===== src/rtl/seg7_pkg.sv =====
`default_nettype none
// +----------------------------------------------------------------------+
// | seg7_pkg : shared 7-segment encoding constants                       |
// | Rev 1.0                                                              |
// +----------------------------------------------------------------------+
package seg7_pkg;

    typedef logic [6:0] seg7_t;

    // Segment order is {a,b,c,d,e,f,g}; entry 0 is the rightmost element.
    localparam logic [15:0][6:0] c_seg_table = {
        7'b1000111,  // F
        7'b1001111,  // E
        7'b0111101,  // d
        7'b1001110,  // C
        7'b0011111,  // b
        7'b1110111,  // A
        7'b1111011,  // 9
        7'b1111111,  // 8
        7'b1110000,  // 7
        7'b1011111,  // 6
        7'b1011011,  // 5
        7'b0110011,  // 4
        7'b1111001,  // 3
        7'b1101101,  // 2
        7'b0110000,  // 1
        7'b1111110   // 0
    };

    localparam seg7_t c_seg_blank = 7'b0000000;

endpackage : seg7_pkg
`default_nettype wire


===== src/rtl/hex_to_seg7.sv =====
`default_nettype none
// +----------------------------------------------------------------------+
// | hex_to_seg7 : nibble to 7-segment decode, dp flags digits above 9    |
// | Rev 1.0                                                              |
// +----------------------------------------------------------------------+
module hex_to_seg7
    import seg7_pkg::*;
(
    input  logic [3:0] i_nibble,
    output logic [6:0] o_seg,
    output logic       o_dp
);

    assign o_seg = c_seg_table[i_nibble];
    assign o_dp  = (i_nibble > 4'd9);

endmodule : hex_to_seg7
`default_nettype wire


===== src/rtl/seg_adder_scan.sv =====
`default_nettype none
// +----------------------------------------------------------------------+
// | seg_adder_scan : registered adder shown on a multiplexed hex display |
// | Rev 1.0                                                              |
// +----------------------------------------------------------------------+
module seg_adder_scan
    import seg7_pkg::*;
#(
    parameter int WIDTH       = 8,
    parameter int DIGITS      = 3,
    parameter int REFRESH_DIV = 50000,
    parameter int BLANK_LZ    = 1
) (
    input  logic              clk,
    input  logic              rst,
    input  logic [WIDTH-1:0]  a,
    input  logic [WIDTH-1:0]  b,
    input  logic              load,
    output logic [6:0]        seg,
    output logic [DIGITS-1:0] an,
    output logic              dp
);

    localparam int c_sum_w = WIDTH + 1;
    localparam int c_nib_w = 4 * DIGITS;
    localparam int c_cnt_w = (REFRESH_DIV > 1) ? $clog2(REFRESH_DIV) : 1;
    localparam int c_idx_w = (DIGITS > 1) ? $clog2(DIGITS) : 1;
    localparam logic [c_cnt_w-1:0] c_cnt_max = c_cnt_w'(REFRESH_DIV - 1);
    localparam logic [c_idx_w-1:0] c_idx_max = c_idx_w'(DIGITS - 1);

    if (c_nib_w < c_sum_w) begin : g_digits_check
        $error("seg_adder_scan: DIGITS too small to show a WIDTH+1-bit sum");
    end
    if (REFRESH_DIV < 2) begin : g_refresh_check
        $error("seg_adder_scan: REFRESH_DIV must be at least 2");
    end

    logic [WIDTH-1:0]   r_a;
    logic [WIDTH-1:0]   r_b;
    logic [c_sum_w-1:0] r_sum;
    logic [c_cnt_w-1:0] r_cnt;
    logic [c_idx_w-1:0] r_idx;

    logic               w_tick;
    logic [c_nib_w-1:0] w_sel;
    logic [3:0]         w_nibble;
    logic               w_blank;
    seg7_t              w_seg;
    logic               w_dp;

    assign w_tick   = (r_cnt == c_cnt_max);
    // After shifting the selected digit down, the remaining value being zero
    // means this digit and everything above it are leading zeros.
    assign w_sel    = c_nib_w'(r_sum) >> (4 * r_idx);
    assign w_nibble = w_sel[3:0];
    assign w_blank  = (BLANK_LZ != 0) && (r_idx != '0) && (w_sel == '0);

    hex_to_seg7 u_hex_to_seg7 (
        .i_nibble (w_nibble),
        .o_seg    (w_seg),
        .o_dp     (w_dp)
    );

    always_ff @(posedge clk or posedge rst) begin
        if (rst) begin
            r_a   <= '0;
            r_b   <= '0;
            r_sum <= '0;
            r_cnt <= '0;
            r_idx <= '0;
        end else begin
            if (load) begin
                r_a <= a;
                r_b <= b;
            end
            r_sum <= c_sum_w'(r_a) + c_sum_w'(r_b);
            r_cnt <= w_tick ? '0 : r_cnt + c_cnt_w'(1);
            if (w_tick) begin
                r_idx <= (r_idx == c_idx_max) ? '0 : r_idx + c_idx_w'(1);
            end
        end
    end

    always_ff @(posedge clk or posedge rst) begin
        if (rst) begin
            seg <= c_seg_blank;
            an  <= '0;
            dp  <= 1'b0;
        end else begin
            seg <= w_blank ? c_seg_blank : w_seg;
            an  <= DIGITS'(1) << r_idx;
            dp  <= w_blank ? 1'b0 : w_dp;
        end
    end

endmodule : seg_adder_scan
`default_nettype wire


===== config.mk =====
export PLATFORM = sky130hd
export DESIGN_NAME = seg_adder_scan
export DESIGN_NICKNAME = d
export VERILOG_FILES = /design/src/rtl/seg7_pkg.sv /design/src/rtl/hex_to_seg7.sv /design/src/rtl/seg_adder_scan.sv
export SDC_FILE = /design/constraint.sdc
export NUM_CORES = 1
export LEC_CHECK = 0
export CAP_MARGIN = 20
export CORE_ASPECT_RATIO = 0.7
export CORE_MARGIN = 2
export CORE_UTILIZATION = 30
export DETAILED_ROUTE_END_ITERATION = 16
export DONT_BUFFER_PORTS = 1
export MAX_ROUTING_LAYER = met4
export SETUP_SLACK_MARGIN = 0.05
export SYNTH_ARGS = -nofsm -noshare
export SYNTH_HDL_FRONTEND = slang
export SYNTH_SLANG_ARGS = --single-unit

===== constraint.sdc =====
create_clock -name clk -period 3.9 [get_ports clk]
set_input_delay 0.39 -clock clk [delete_from_list [all_inputs] [get_ports clk]]
set_output_delay 0.39 -clock clk [all_outputs]
set_load 0.005 [all_outputs]

# Word-level counts from Yosys, hierarchy flattened
# Memories as Yosys holds them, arrays and structs flattened.
# Cells that the tools add are included.
# totals
ff_bits	54
latchBits	0
ram_bits	0
romBits	112
out_inout_bits	11
wordCells	26
memories	1
# mem_list
name	words	word_bits	read_ports	rd_ports_with_merged_regs	wr	line_no	rtl
(name not given)	16	7	1	0	0	hex_to_seg7.sv:14	assign o_seg = c_seg_table[i_nibble];
# classes
n_addsub	3
mul	0
div	0
n_lt_le_gt_ge	2
n_eq_ne	2
shift	2
n_mux	5
bitwise_logic	0
reduce_logical	3
# op_table
operator	count
$add 16x1->16 const B	1
$eq 16x16->1 const B	1
$mux 16	1
$mux 7	2
$logic_not 12->1	1
$shr 9x4->12	1
$add 8x8->9	1
$lt 4x5->1 const B	1
$gt 4x4->1 const B	1
$shl 1x2->3 const A	1
$add 2x1->2 const B	1
$eq 2x2->1 const B	1
$mux 2	1
$reduce_bool 2->1	1
$logic_and 1x1->1	1
$mux 1	1

# Logic depth before layout (Yosys ltp)
# depth
ltp_word	4
mapped_depth	8
depth_no_buf	7

# Cells and area by module
# Synthesis repeated with hierarchy kept, for this count alone.
# hier_totals
cells_unflattened	224
area_unflattened_um2	2648.8
# by_module_without_submodules
mod	n_inst	cells_each	area_each_um2	seq_area_each_um2
seg_adder_scan	1	189	2352.3	1351.3
hex_to_seg7	1	35	296.5	0.0

# Least setup slack after synthesis
# No wires, ideal clock.
# synth_timing
path_kind	flip-flop to flip-flop
startpoint	register r_idx[0]
endpoint	register seg[4]
setup_ns	0.082
arrival_ns	1.755
setup_slack_ns	2.063
path_stages_with_launch	9
synth_period_minus_slack_ns	1.837
cell_sequence	dfrtp_1 -> buf_4 -> mux2i_1 -> o2bb2ai_1 -> inv_1 -> ha_1 -> o21ai_1 -> o31ai_1 -> a31oi_1
# synth_via
elab_chain_len	4
word_cells_on_any_way	7
classes_between	shift (1); mux (2); reduce/logical (3); memory (1)
# synth_lines
item	line_no	rtl
start: declaration	seg_adder_scan.sv:42	logic [c_idx_w-1:0] r_idx;
start signal: assignment	seg_adder_scan.sv:79	r_idx <= (r_idx == c_idx_max) ? '0 : r_idx + c_idx_w'(1);
$shr 9x4->12	seg_adder_scan.sv:54	assign w_sel = c_nib_w'(r_sum) >> (4 * r_idx);
$mem_v2 16x7 / $logic_not 12->1 (equally long branches)	n/a	
$mux 7 (implied by the code) / $logic_and 1x1->1 (equally long branches)	hex_to_seg7.sv:14, seg_adder_scan.sv:56	
$mux 7 (*)	seg_adder_scan.sv:90	seg <= w_blank ? c_seg_blank : w_seg;
end signal: assignment	seg_adder_scan.sv:86	seg <= c_seg_blank;
end signal: assignment	seg_adder_scan.sv:90	
end: declaration	seg_adder_scan.sv:19	output logic [6:0] seg,
# Mark *: on every way between the ends. The rest lies on a longest branch, timed or not. The select of a mux whose other input is x is not followed.
# A chain may end at the register's enable or synchronous reset.

# Worst setup path in the final report
# layout_timing
startpoint	register r_idx[0]
endpoint	register seg[5]
# The elaborated chain is that of the path after synthesis.

==> reports/metrics.csv <==
stage,metric,value,unit
logic_synthesis,Synth warnings,0,
worst_setup_path,"Max FO, Critical Path",13,
route,remaining antenna violation count,0,
cells_and_area,nets@finish,259,
floorplan,core area,0.008443,mm²
sta,Pins Over Slew Limit,0,
clock_network,worst skew pair latency,0.29,ns
logic_synthesis,top cell type's share of synthesized area,0.5180,
cells_and_area,ant diodes,0,
pwr,Clock Power Share,0.328,
pwr,"Power, Total",0.001505,W
placed_design,port bufs,0,
pwr,Max VDD drop,0.0001819,V
logic_synthesis,leading area contributor after synthesis,dfrtp_1,
logic_synthesis,synthesized instance count,224,
grt,vias in the first global route,1692,
placed_design,routability cong.,0.8244,
cells_and_area,"most common cell after layout, fill and taps aside",dfrtp_1,
clock_network,total CTS buffers,5,
grt,first-pass GRT wire length,8.135,mm
logic_synthesis,Post-synth EDFFs,0,
sta,Final Cycle Share,0.5568,
status,outcome,completed,
floorplan,site row count,28,
sta,Final Hold Viols,0,
sta,fmax,460.5,MHz
worst_setup_path,crit path kind,flip-flop to flip-flop,
logic_synthesis,Synth Flop Type,dfrtp_1,
route,WL/cell,13.34,µm
worst_setup_path,cell count of the worst reg-to-reg path,7,
route,router iterations before antenna repair,4,
cells_and_area,most frequent cells in the layout,"dfrtp_1 (54), mux2_2 (18), nor2_1 (15)",
logic_synthesis,sequential-to-total area share from yosys stat,0.5180,
pwr,Pint,0.001098,W
sta,clk_skew,0.006260,ns
sta,Tmin final,2.172,ns
sta,Final TNS setup,0,ns
pwr,Sw Ratio,0.2702,
grt,initial antenna violation count,0,
sta,Least-Margin Pin Slew,0.6659,ns
worst_setup_path,Worst EP arrival,2.39,ns
route,via count,1587,
logic_synthesis,Netlist cell types,42,
route,Vias/cell,4.587,
clock_network,"CTS clk-pin slew, worst paths",0.07,ns
grt,gr ovfl total,0,
grt,largest net degree at the start of global routing,55,
flow_run,Max Cap Viol,0,
sta,endpoints failing setup,0,
route,final wirelength,4.617,mm
clock_network,root buf cell,clkbuf_16,
floorplan,Die Ht,82.02,µm
clock_network,TritonCTS clock tree,done,
sta,Rel. slew slack,0.5560,
clock_network,Clock Sinks,54,
floorplan,io pins,30,
pwr,total power per unit cell area,521.7,mW/mm²
clock_network,Post-CTS Setup Inserts,0,
logic_synthesis,Post-synth ARST share,1.000,
clock_network,CTS max path bufs,2,
floorplan,chip width,115.5,µm
pwr,Switch Pwr,0.0004067,W
worst_setup_path,crit end category,flip-flop,
worst_setup_path,Worst EP required,4.12,ns
cells_and_area,Area Growth Syn to Fin,10.60,%
logic_synthesis,top post-synthesis cells by area,"dfrtp_1 (52%), mux2_2 (7.8%), ha_1 (6.7%), xnor2_1 (4.0%), xor2_1 (2.7%)",
logic_synthesis,syn nets,258,
min_path,Worst Hold Class,input port to async pin,
sta,RSZ-0062 raised after global routing,false,
floorplan,Die ar.,0.009470,mm²
grt,total track usage,0.1153,
clock_network,# resized after CTS,0,
placed_design,DP Wirelength,3.331,mm
clock_network,hold_buf cts,0,
logic_synthesis,cell area after synthesis,0.002609,mm²
pwr,Reg power frac,0.467,
logic_synthesis,Yosys reg bits,54,
worst_setup_path,crit path launch type,flip-flop,
pwr,power share of the combinational group,0.206,
cells_and_area,layout cell share with drive strength beyond 1,0.1416,
route,Initial DRC Count,101,
clock_network,H-tree lvl count,2,
pwr,Lkg Pwr,1.233,nW
floorplan,Initial Util,0.3090,
logic_synthesis,Syn Area/Cell,11.65,µm²
route,DRC,0,
cells_and_area,Final Util,0.3417,
## power by group through the flow
stage / logic, W / clock network, W / registers (W)
5_1_grt: 0.000352 / 0.000536 / 0.000716
2_1_floorplan: 0.000263 / 0 / 0.000696
3_3_place_gp: 0.000307 / 0 / 0.000715
4_1_cts: 0.000311 / 0.000519 / 0.000705
6_report: 0.000310 / 0.000493 / 0.000703
3_5_place_dp: 0.000308 / 0 / 0.000717
## sequential cells by signal, indices dropped and copies added (netlist names)
register	flops
r_b	8
dp	1
an	3
r_cnt	16
seg	7
r_sum	9
r_idx	2
r_a	8
## worst paths after layout
kind / to / start / slack (ns)
setup / recovery: seg[5]$_DFF_PP0_ / r_idx[0]$_DFFE_PP0N_ / 1.73
hold / removal: r_cnt[1]$_DFF_PP0_ / rst / 0.17
setup reg to reg: seg[5]$_DFF_PP0_ / r_idx[0]$_DFFE_PP0N_ / 1.73
hold reg to reg: r_cnt[0]$_DFF_PP0_ / r_cnt[0]$_DFF_PP0_ / 0.49
max in group asynchronous: r_cnt[13]$_DFF_PP0_ / rst / 3.30
min in group clk: r_b[3]$_DFFE_PP0P_ / b[3] / 0.25
## layer usage
metal  routed length [µm]  track usage
met3                  234      0.03911
met4                   66      0.04337
met1                 2563       0.1588
met5                    0            -
met2                 1752       0.1550
## worst max-delay path, cell delays in order, from the launching register on
cell,delay [ns]
dfrtp_1,0.58
mux2i_1,0.18
o2bb2ai_1,0.32
inv_1,0.14
ha_1,0.29
o21ai_1,0.28
o21ai_0,0.17
a21oi_1,0.15
## cells in the mapped netlist (2+ instances only)
cell        n
a21o_1      2
nor4_1      3
o211ai_1    5
o221a_2     2
a21oi_1     8
mux2_2     18
xor2_1      8
nand3_1     7
inv_1       9
mux2i_1     6
xnor2_1    12
o21bai_1    2
o2bb2ai_1   2
or3_1       2
nand3b_1    2
o21ai_0     3
nand2_1    10
o21a_1      2
ha_1       14
nor2b_1     3
clkbuf_1    2
nand4_1     3
dfrtp_1    54
nor4b_1     2
nor2_1     15
buf_4       2
nor3_1      9
or2_2       3
## per-stage QoR
step | instance area, µm² | worst slack, ns | hold slack [ns] | std cells
2_1_floorplan | 2609 | 2.063 | 0.4516 | 224
3_3_place_gp | 2723 | 1.859 | 0.4738 | 338
3_5_place_dp | 2723 | 1.747 | 0.4832 | 338
4_1_cts | 2885 | 1.729 | 0.1934 | 346
5_1_grt | 2885 | 1.487 | 0.2273 | 346
6_report | 2885 | 1.728 | 0.1676 | 346
## area by class of cell
cell class	count	area (µm²)
Sequential cell	54	1351
Tap cell	120	150.1
Fill cell	857	5558
Timing Repair Buffer	1	7.507
Multi-Input combinational cell	154	1180
Inverter	9	33.78
Clock buffer	7	132.6
Clock inverter	1	30.03
## kinds of logic (layout without fill, tap and decap cells)
kind of cell	count (synthesis)	count (layout)	share of synthesized area
DFF	54	54	0.5180
AOI/OAI and AO/OA	31	31	0.08153
xor gates and xnor gates	20	20	0.06715
adders and majority gates	15	15	0.07482
and+or+nand+nor	64	64	0.1281
muxes	24	24	0.1007
buffers and inverters	16	18	0.02973
(Power assumes the default switching activity.)
